### config.mk
export PLATFORM = sky130hd
export DESIGN_NAME = maquina_senha_flat
export DESIGN_NICKNAME = d
export VERILOG_FILES = /design/src/rtl/maquina_senha_if.sv /design/src/rtl/maquina_senha.sv /design/src/flat_wrapper.sv
export SDC_FILE = /design/constraint.sdc
export NUM_CORES = 1
export LEC_CHECK = 0
export CORE_ASPECT_RATIO = 1.4
export CORE_MARGIN = 2
export CORE_UTILIZATION = 30
export CTS_BUF_LIST = sky130_fd_sc_hd__clkbuf_4
export CTS_CLUSTER_SIZE = 25
export DETAILED_ROUTE_END_ITERATION = 7
export PLACE_DENSITY = 0.59
export SETUP_SLACK_MARGIN = 0.05
export SYNTH_ARGS = -nofsm -noshare
export SYNTH_HDL_FRONTEND = slang
export SYNTH_SLANG_ARGS = --single-unit
### constraint.sdc
create_clock -name clk -period 2.3 [get_ports clk]
set_input_delay 0.23 -clock clk [delete_from_list [all_inputs] [get_ports clk]]
set_output_delay 0.23 -clock clk [all_outputs]
set_load 0.1 [all_outputs]
### src/rtl/maquina_senha_if.sv
// Keypad-side and display-side signals of the code lock, bundled for the lock core.
// master = keypad/display side, slave = the lock itself.
interface maquina_senha_if;
    logic       insere;
    logic [4:1] numero;
    logic       LED;
    logic       A;
    logic       B;
    logic       C;
    logic       D;
    logic       E;
    logic       F;
    logic       G;

    modport master (
        output insere, numero,
        input  LED, A, B, C, D, E, F, G
    );

    modport slave (
        input  insere, numero,
        output LED, A, B, C, D, E, F, G
    );
endinterface

### src/rtl/maquina_senha.sv
// Seven-digit code lock (5-9-0-1-9-8-1) with a 7-segment echo of the last accepted digit.
// LED latches high once the full code is entered in order and stays high until reset.
module maquina_senha (
    input logic        clk,
    input logic        reset,
    maquina_senha_if.slave bus
);

    typedef enum logic [2:0] {S0, S1, S2, S3, S4, S5, S6, S7} state_t;

    state_t     state;
    state_t     state_next;
    logic       ins_q;
    logic       accept;
    logic       led;
    logic [6:0] seg;
    logic [6:0] seg_next;

    function automatic logic [3:0] code_digit(input state_t s);
        case (s)
            S0:      code_digit = 4'd5;
            S1:      code_digit = 4'd9;
            S2:      code_digit = 4'd0;
            S3:      code_digit = 4'd1;
            S4:      code_digit = 4'd9;
            S5:      code_digit = 4'd8;
            S6:      code_digit = 4'd1;
            default: code_digit = 4'd15;
        endcase
    endfunction

    // Segment order is {a,b,c,d,e,f,g}; non-BCD values show a dash.
    function automatic logic [6:0] seg_decode(input logic [3:0] d);
        case (d)
            4'd0:    seg_decode = 7'b1111110;
            4'd1:    seg_decode = 7'b0110000;
            4'd2:    seg_decode = 7'b1101101;
            4'd3:    seg_decode = 7'b1111001;
            4'd4:    seg_decode = 7'b0110011;
            4'd5:    seg_decode = 7'b1011011;
            4'd6:    seg_decode = 7'b1011111;
            4'd7:    seg_decode = 7'b1110000;
            4'd8:    seg_decode = 7'b1111111;
            4'd9:    seg_decode = 7'b1111011;
            default: seg_decode = 7'b0000001;
        endcase
    endfunction

    assign accept = bus.insere & ~ins_q;

    always_ff @(posedge clk or negedge reset) begin
        if (!reset) begin
            state <= S0;
            ins_q <= 1'b0;
            seg   <= 7'b0000000;
            led   <= 1'b0;
        end else begin
            state <= state_next;
            ins_q <= bus.insere;
            seg   <= seg_next;
            led   <= (state_next == S7);
        end
    end

    // The code's only self-overlap is its leading 5, so a wrong 5 restarts at S1.
    always_comb begin
        state_next = state;
        seg_next   = seg;
        if (accept) begin
            seg_next = seg_decode(bus.numero);
            if (state != S7) begin
                if (bus.numero == code_digit(state)) begin
                    state_next = state_t'(state + 3'd1);
                end else if (bus.numero == 4'd5) begin
                    state_next = S1;
                end else begin
                    state_next = S0;
                end
            end
        end
    end

    assign bus.LED = led;
    assign {bus.A, bus.B, bus.C, bus.D, bus.E, bus.F, bus.G} = seg;

endmodule

### src/flat_wrapper.sv
// flat-port wrapper written by rule: the top's interface ports become plain ports
module maquina_senha_flat 
  (clk, reset, bus_insere, bus_numero, bus_LED, bus_A, bus_B, bus_C, bus_D, bus_E, bus_F, bus_G);
  maquina_senha_if bus_i ();
  input logic clk;
  input logic reset;
  input wire logic [$bits(bus_i.insere)-1:0] bus_insere;
  input wire logic [$bits(bus_i.numero)-1:0] bus_numero;
  output wire logic [$bits(bus_i.LED)-1:0] bus_LED;
  output wire logic [$bits(bus_i.A)-1:0] bus_A;
  output wire logic [$bits(bus_i.B)-1:0] bus_B;
  output wire logic [$bits(bus_i.C)-1:0] bus_C;
  output wire logic [$bits(bus_i.D)-1:0] bus_D;
  output wire logic [$bits(bus_i.E)-1:0] bus_E;
  output wire logic [$bits(bus_i.F)-1:0] bus_F;
  output wire logic [$bits(bus_i.G)-1:0] bus_G;
  assign bus_i.insere = bus_insere;
  assign bus_i.numero = bus_numero;
  assign bus_LED = bus_i.LED;
  assign bus_A = bus_i.A;
  assign bus_B = bus_i.B;
  assign bus_C = bus_i.C;
  assign bus_D = bus_i.D;
  assign bus_E = bus_i.E;
  assign bus_F = bus_i.F;
  assign bus_G = bus_i.G;
  maquina_senha u_core (.clk(clk), .reset(reset), .bus(bus_i));
endmodule
After elaboration in Yosys (flattened, before gate mapping)
Memory sizes are Yosys's and may differ from the RTL's. A register that Yosys moved wholly into a read port is not among the register bits. Cells that the tools add are included.

Output and inout bits: 8. Logic and storage cells: 28. RAM bits: 0. Memories: 1. Input port bits: 7. Register bits: 5. ROM bits: 112. Bits in latches: 0.

Reductions and logical operators: 4. $lt $le $gt $ge: 0. Shift operators: 0. Bitwise operators: 2. $add $sub $neg: 1. Multiply operators: 0. Divide/modulo/power cells: 0. Muxes and demuxes: 7. Equal/unequal tests: 10.

Memory list: (name not given) (words 16, width 7, rd ports 1, clocked after memory_dff 1, write ports 0, RTL line maquina_senha.sv:34) `case (d)`.

Operators by type and width (number): 4-bit one-hot mux with 5 select lines (1); 3-bit == test (second input constant) (4); 3-bit 2-to-1 mux (3); 4-bit 2-to-1 mux (2); 3-bit by 2-bit == test with 1-bit output (second input constant) (2); 4-bit by 3-bit == test with 1-bit output (second input constant) (1); 4-bit == test (1); 2-bit OR reduction (2); 3-bit by 1-bit adder with 3-bit output (second input constant) (1); 3-bit by 1-bit == test with 1-bit output (second input constant) (1); 3-bit logical NOT (1); 3-bit != test (second input constant) (1); 1-bit AND (1); 1-bit logical NOT (1); 1-bit 2-to-1 mux (1); 1-bit inverter (1).

Depth between registers and ports, before layout
Gate-level depths: netlist of run 1.

Depth in word-level cells: 10. Mapped depth: 8. Gate-level depth less buffers: 8.

Worst setup path after synthesis of run 1
OpenSTA, ideal clock, no wires.

Path type: register to register. Start: register u_core.state[0]. End: register u_core.state[0]. Path buffers: 0. Stages on the path, launching flop included: 8. Slack: -0.098 ns. Arrival: 2.256 ns. Required time: 2.159 ns. Clock period less this slack: 2.398 ns. Setup time: 0.141 ns. Cell sequence: dfrtp_1 ha_1 or4b_1 a21oi_2 xnor2_1 and4b_2 a2111oi_1 nor2_1.

Longest elaborated chain between the ends: 9. Elaborated cells between the ends (all ways): 18. Those cells by class: add/sub: 1; eq/ne: 8; mux: 6; reduce/logical: 3.

Ends and longest elaborated chain: start: declaration (RTL line maquina_senha.sv:11) `state_t state;`; start signal: assignment (RTL line maquina_senha.sv:58) `state <= state_next;`; 3-bit by 2-bit == test with 1-bit output, or another cell as far along (RTL line maquina_senha.sv:20) `case (s)`; 2-bit OR reduction (no source line); 4-bit one-hot mux with 5 select lines (RTL line maquina_senha.sv:20); 4-bit 2-to-1 mux (RTL line maquina_senha.sv:71) `if (state != S7) begin`; 4-bit 2-to-1 mux (RTL line maquina_senha.sv:69) `if (accept) begin`; 4-bit == test (RTL line maquina_senha.sv:72) `if (bus.numero == code_digit(state)) begin`; 3-bit 2-to-1 mux (RTL line maquina_senha.sv:72); 3-bit 2-to-1 mux (RTL line maquina_senha.sv:71); 3-bit 2-to-1 mux * (RTL line maquina_senha.sv:69); net u_core.state_next[0] (RTL line maquina_senha.sv:12) `state_t state_next;`.

Mark *: on every way through the listed nets, which the timed path passes. The rest lies on a longest branch. The select of a mux whose other input is x is not followed.

Worst setup path after layout of run 1
Ends and elaborated chain as after synthesis.

==> results by stage, run 1 <==
Run status:
- The run finished with clean final reports.

Worst setup path:
- The number of buffer and inverter instances along the worst setup path is 1.
- The critical path's top delay family is simple AND/OR/NAND/NOR gates.
- The worst setup path is launched from a register.
- The critical path required time is 2.45 ns.
- Walking the worst path, the cells encountered are ha_2 > or4b_4 > a21oi_4 > xnor2_2 > a211oi_2 > buf_4 > a2111oi_4 > nor2_1.
- The type of destination of the critical path is a register.
- The critical-path maximum fanout is 4.
- The startpoint-to-endpoint class of the critical path is reg -> reg.
- The largest single stage delay on the critical path is 0.49 ns.
- The slowest cell on the critical path is or4b_4.
- At the worst endpoint, the arrival time is 2.37 ns.

Synth:
- The synthesis warning total is 0.
- The most common flop cell mapped by yosys is dfrtp_1.
- Summing the sequential cell areas from Yosys gives 32.7% of the chip area.
- The synthesized area per cell is 8.76 um^2.
- The cell taking the most area after synthesis is dfrtp_1.
- The top cell type by area accounts for 32.7% of the synthesized area.
- Sorting the synthesized cells by area gives the leading types as dfrtp_1 (33%), ha_1 (18%), nand2_1 (4.5%).
- After synthesis, the share of flip-flops with an asynchronous set or reset is 100%.
- The number of nets in the synthesized netlist is 125.
- The synthesized design contains 12 register bits.
- The post-synth design cell area is 920 um^2.
- The number of enable-type register cells in the synthesized netlist is 0.
- After synthesis, the netlist uses 35 different library cells.
- Synthesis handed over a netlist of 105 instances.

Timing:
- For the pin with the worst max-slew slack, the measured transition is 0.548 ns.
- The headroom to the max-slew limit is 63.3%.
- The clock skew is 0.00511 ns.
- The final critical-path share of the clock period is 96.7%.
- Setup violations remaining at the end of the flow were counted as 0.
- The hold violation total from the final report is 0.
- The highest clock rate is 450 MHz.
- The total negative slack is 0 ns.
- The number of max-slew violations in the final report came to 0.
- Setup repair after global routing could not meet its margin everywhere.
- The final critical path time including I/O delays and setup is 2.22 ns.

Drt:
- In the routed design, unresolved DRC markers number 0.
- The total wire length is 2180 um.
- The detail route stage leaves a number of antenna-violating nets equal to 0.
- For this block, the initial DRC count from the detailed router was 8.
- The number of vias after detailed routing is 844.
- The average detailed-routed wire length per instance is 12.7 um.
- Using the TritonRoute via totals, the vias-per-cell ratio works out to 4.91.
- The number of detailed-routing iterations run before antenna repair is 4.

Layout:
- The area growth from synthesis to layout is 41.4%.
- The final instance area is 1300 um^2.
- 0 antenna diodes ended up in the layout.
- The number of cells in the finished layout apart from fillers is 172.
- Of the cells placed in the final design, the portion with a size suffix greater than 1 is 33.3%.
- The most common cell after layout, fill and taps aside is buf_4.
- The top cell types in the final layout, fill and taps aside, are buf_4 (23), nand2_1 (11), nor2_1 (10), ha_1 (10), dfrtp_1 (10).
- The number of nets in the layout is 156.

Clock network:
- The number of clock sinks is 12.
- In this run the deepest clock path goes through 2 buffers.
- Clock-pin slew was measured on the worst setup and hold paths at 0.08 ns.
- CTS built an H-tree with a depth of 1.
- The total clock buffers created by CTS is 3.
- The number of buffers added to fix hold violations after cts is 0.
- The CTS tree is done.
- The clock latency of the later-clocked register in the worst-skew pair is 0.27 ns.
- The master cell of the clock root buffer is clkbuf_4.

Hold path:
- The classification of the worst-slack hold path is in -> async.

Place:
- The cell count after placement is 162.
- After detailed placement, the total cell area comes to 1160 um^2.
- The final weighted congestion in routability-driven placement is 0.841.
- The estimated wirelength of the detail-placed design is 1700 um.
- The number of port buffers is 14.

Global route:
- The total congestion overflow after global routing is 0.
- The number of antenna violations at the first check in global routing is 0.
- The maximum number of pins on one net before global-route repair is 15.
- Global routing used 13.7% of the available tracks across all layers.
- The first global-routing pass estimated 3750 um of wire.
- The number of global-route vias before repair is 889.

Power and ir drop:
- Summing internal, switching and leakage power gives 941 uW.
- The worst-case IR drop observed on VDD is 586 uV.
- For this design the static power due to leakage is 0.000598 uW.
- Power spread over the standard cell area amounts to 724 nW/um^2.

Floorplanning:
- The number of rows in the core area is 23.
- The area enclosed by the die boundary is 3530 um^2.
- The initial utilization of the core area, before any placement, comes to 31.6%.
- The height of the die is 69.5 um.
- The floorplan step defined a core boundary enclosing 2910 um^2.
- 15 I/O pins were placed.
- Measured along the x axis, the die boundary spans 50.8 um.

Run:
- The tool flagged a number of max-cap violations equal to 0.
## metrics by stage
stage | hold slack (ns) | utilization [%] | setup slack (ns)
after floorplan | -0.0656 | - | 0.0571
after global placement | 0.467 | 40.1 | 0.0501
after detailed placement | 0.476 | 40.1 | -0.0201
after CTS | 0.332 | 41.8 | 0.0201
after global routing | 0.345 | 44.7 | -0.0288
final | 0.308 | 44.7 | 0.0754
## cells by family after synthesis
logic type               Yosys count  share of synthesized area [%]
AND/OR/NAND/NOR                   36                           19.6
AO/OA/AOI/OAI                     30                           21.8
adder cells (fa/ha/maj)           13                           17.7
flip-flops                        12                           32.7
buffers and inverters             10                           4.35
XOR/XNOR                           3                           2.86
multiplexers                       1                           1.09
## final cells by class
class / instances / area (um^2)
fill: 284 / 1610
tap: 37 / 46.3
multi-input combinational: 83 / 658
inverter: 6 / 22.5
clock buffer: 3 / 22.5
clock inverter: 1 / 3.75
sequential: 12 / 303
timing repair buffer: 30 / 244
## Yosys cell counts, types with 2 or more instances
cell type / count
a211oi_2: 2
a21oi_1: 7
and3_1: 2
buf_2: 2
clkbuf_1: 2
dfrtp_1: 12
ha_1: 13
inv_1: 6
nand2_1: 11
nand2b_1: 2
nand3_1: 2
nor2_1: 11
o21a_1: 2
o21ai_0: 7
o21ai_1: 2
o22a_1: 2
xnor2_1: 2
## routing by layer
metal	part of all wire, %	GRT usage, %	wire, um
met5	0	0	0
met4	3.3	5.71	72
met3	3.7	4.09	80
met2	54	25.1	1170
met1	39	13.9	858
## repair_timing
action	CTS	global route
buffers inserted	3	3
resized for setup	0	15
setup endpoints to repair	2	4
pin swaps	1	2
## where the power goes
part	internal (uW)	switching (uW)	total, uW
logic	213	325	538
clock network	62.8	70.8	134
registers	241	28.7	269
total	516	425	941
## registers in the layout, indices dropped and copies added, names as in the netlist
signal          flops
u_core.ins_q        1
u_core.bus.LED      1
u_core.state        3
u_core.seg          7
## path summary, 6_finish.rpt
kind / start / to / slack [ns] / cells after the start
worst max-delay path: u_core.state[0] / u_core.state[0] / 0.08 / 8
worst min-delay path: reset / u_core.seg[1] / 0.31 / 1
worst max register to register: u_core.state[0] / u_core.state[0] / 0.08 / 8
worst min register to register: u_core.seg[4] / u_core.seg[4] / 0.49 / 2
max in group asynchronous: reset / u_core.state[1] / 1.59 / 1
min in group clk: bus_insere / u_core.ins_q / 0.43 / 1
Note: power is estimated with default switching activity, not from simulation.
==> run 2, diff against run 1 <==
--- a/config.mk
+++ b/config.mk
@@ -6,11 +6,11 @@
 export NUM_CORES = 1
 export LEC_CHECK = 0
 export CORE_ASPECT_RATIO = 1.4
-export CORE_MARGIN = 2
 export CORE_UTILIZATION = 30
 export CTS_BUF_LIST = sky130_fd_sc_hd__clkbuf_4
 export CTS_CLUSTER_SIZE = 25
 export DETAILED_ROUTE_END_ITERATION = 7
+export MAX_ROUTING_LAYER = met4
 export PLACE_DENSITY = 0.59
 export SETUP_SLACK_MARGIN = 0.05
 export SYNTH_ARGS = -nofsm -noshare
==> run 2 against run 1 <==
- combinational power is 4.3% lower
- critical path depth is 1 lower
- critical endpoint unchanged
- largest cell class unchanged
- register-to-register slack worse by 0.03 ns
- sequential power is 2% higher
- cell area is 2.2% lower
- critical path type unchanged
- global-route usage is 0.73 points higher
- largest power group unchanged
- via count is 1.2% lower
- clock skew is 0.0012 ns higher
- worst hold slack better by 0.0026 ns
- setup slack worse by 0.035 ns
==> results by stage, run 2 (synthesis gave the netlist of run 1 again) <==
Global route:
- The overall fraction of global-route tracks in use is 14.4% (+0.73 points).
- The maximum number of pins on one net before global-route repair is 15 (unchanged).
- The number of global-route vias before repair is 810 (-8.9%).
- The wire length of the first global-routing pass is 3490 um (-6.8%).
- The number of antenna violations at the first check in global routing was 0 (unchanged).
- The total congestion overflow after global routing is 0 (unchanged).

Timing:
- The worst-case hold slack is 0.311 ns (+0.00259 ns).
- The highest clock rate is 443 MHz (-1.5%).
- The transition at the pin with the smallest max-transition slack is 0.544 ns (-0.00447 ns).
- The number of setup violations in the final report is 0 (unchanged).
- The final critical path time including I/O delays and setup is 2.26 ns (+0.0350 ns).
- The headroom to the max-slew limit is 63.6% (+0.30 points).
- The hold violation total from the final report is 0 (unchanged).
- The number of max-slew violations in the final report is 0 (unchanged).
- The clock skew is 0.00629 ns (+0.00119 ns).
- The final critical-path share of the clock period is 98.2% (+1.5 points).
- The least setup slack across all paths after layout was 0.0404 ns (-0.0350 ns).
- Setup repair after global routing could not meet its margin everywhere.

Floorplanning:
- The initial cell density of the core is 32.0% (+0.32 points).
- The height of the die is 67.5 um (-2.9%).
- The area enclosed by the die boundary is 3290 um^2 (-6.7%).
- The total core area is 2880 um^2 (-0.99%).
- The number of rows in the core area is 23 (unchanged).
- The overall die width is 48.8 um (-3.9%).
- The I/O pin count is 15 (unchanged).

Worst setup path:
- The critical-path maximum fanout is 5 (+1).
- The critical path required time was 2.44 ns (about the same).
- STA classifies the critical path startpoint as a register.
- STA classifies the critical path endpoint as a register.
- The largest stage delay on the critical path is 0.50 ns (about the same).
- The startpoint-to-endpoint class of the critical path is reg -> reg.
- For this design, the slowest cell found on the critical path is or4b_4.
- The worst path arrival time is 2.40 ns (+0.03 ns).
- Walking the worst path, the cells encountered are ha_4 > or4b_4 > a21oi_2 > xnor2_1 > and4b_2 > a2111oi_4 > nor2_1.
- The path depth of the worst reg2reg path was 7 (-1).

Place:
- The final weighted congestion in routability-driven placement is 0.850 (+1.1%).
- The cell count after placement is 163 (+0.62%).
- The placement-stage cell area is 1170 um^2 (+0.64%).
- The number of port buffers is 14 (unchanged).
- The worst slack at placement is 0.0339 ns (+0.0540 ns).
- The estimated wirelength of the detail-placed design is 1640 um (-3.8%).

Power and ir drop:
- The standby leakage power is 0.000581 uW (-2.8%).
- The power consumption is 922 uW (-2.0%).
- The worst ir drop on vdd is 355 uV (-39%).
- The areal power density over the cells is 725 nW/um^2 (+0.19%).

Layout:
- The library cells used most frequently in the layout, excluding fill and tap cells, are buf_4 (23), nor2_1 (11), nand2_1 (11).
- The number of cells in the finished layout apart from fillers is 171 (-0.58%).
- The top register by number of flip-flops is u_core.seg.
- The diode insertion count for antenna repair is 0 (unchanged).
- The layout cell share with drive strength beyond 1 is 30.6% (-2.7 points).
- The number of fillers in the final layout is 288 (+1.4%).
- The number of flip-flops in the largest register came to 7 (unchanged).
- The number of nets in the layout is 155 (-0.64%).
- The largest registers in the layout are u_core.seg x7, u_core.state x3.
- The final instance area was 1270 um^2 (-2.2%).
- The most common cell after layout, fill and taps aside is buf_4.
- From synthesis to final layout, the design area changed by 38.2%.

Clock network:
- The H-tree depth is 1 (unchanged).
- TritonCTS built the clock tree.
- The clock latency of the later-clocked register in the worst-skew pair is 0.27 ns (about the same).
- The number of buffers added to fix hold violations after cts came to 0 (unchanged).
- The master cell of the clock root buffer is clkbuf_4.
- The deepest clock path buffer count came to 2 (unchanged).
- The total clock buffers created by CTS was 3 (unchanged).
- The register clock-pin slew on the reported worst setup and hold paths is 0.08 ns (about the same).
- The number of clock sinks came to 12 (unchanged).

Drt:
- The total wire length is 2150 um (-1.3%).
- The violation count after the first detailed-routing iteration was 14 (+6).
- The number of detailed-routing iterations run before antenna repair is 4 (unchanged).
- The average detailed-routed wire length per instance came to 12.6 um (-0.71%).
- The final antenna-violating net count is 0 (unchanged).
- The detail-routed via count per cell is 4.88 (-0.61%).
- The number of vias after detailed routing is 834 (-1.2%).
- The final routed DRC violation total is 0 (unchanged).

Run:
- The number of max-capacitance violations reported came to 0 (unchanged).

Run status:
- The run finished with clean final reports.

Hold path:
- The classification of the worst-slack hold path is in -> async.
==> run 2: area by class of cell <==
cell class	instances	area [um^2]	share of cell area, %
multi-input combinational	83	641	50.4
sequential	12	303	23.8
timing repair buffer	29	233	18.3
tap	37	46.3	3.64
clock buffer	3	22.5	1.77
inverter	6	22.5	1.77
clock inverter	1	3.75	0.295
==> run 2: worst paths after layout <==
kind / startpoint / to / slack (ns)
worst max-delay path: u_core.state[0] / u_core.state[0] / 0.04
worst min-delay path: reset / u_core.seg[1] / 0.31
worst max register to register: u_core.state[0] / u_core.state[0] / 0.04
worst min register to register: u_core.seg[2] / u_core.seg[2] / 0.48
max in group asynchronous: reset / u_core.state[0] / 1.59
min in group clk: bus_insere / u_core.ins_q / 0.43
==> run 2: timing repair <==
action,CTS,global route
setup buffers,3,1
setup endpoints to repair,2,4
gates resized for setup,8,2
pin swaps,6,10
==> run 2: metrics by stage <==
step | TNS (ns) | utilization (%)
floorplan | 0 | -
CTS | 0 | 43.5
detailed placement | 0 | 40.7
finish | 0 | 44.2
global route | -0.111 | 44.2
global placement | 0 | 40.7
==> run 2: critical path: cells and delay by family (launching register included) <==
family,cells,cell delay [ns]
AND/OR/NAND/NOR,3,0.88
flip-flops,1,0.48
adder cells (fa/ha/maj),1,0.19
AO/OA/AOI/OAI,2,0.45
XOR/XNOR,1,0.14
==> run 2: report_power, final <==
part           leakage [uW]  total (uW)  internal (uW)  switching [uW]
Clock             0.0000154         131           62.6            68.9
Combinational      0.000415         515            207             308
Sequential         0.000151         275            241            34.2
Total              0.000581         922            510             411
==> run 2: layer usage <==
| metal | vias to the layer above | share of wire (%) | global-route usage, % |
|---|---|---|---|
| li1 | 426 | - | - |
| met1 | 389 | 41 | 14.2 |
| met2 | 13 | 53 | 27.3 |
| met3 | 6 | 2.6 | 2.48 |
| met4 | 0 | 3.1 | 7.35 |
| met5 | - | 0 | - |
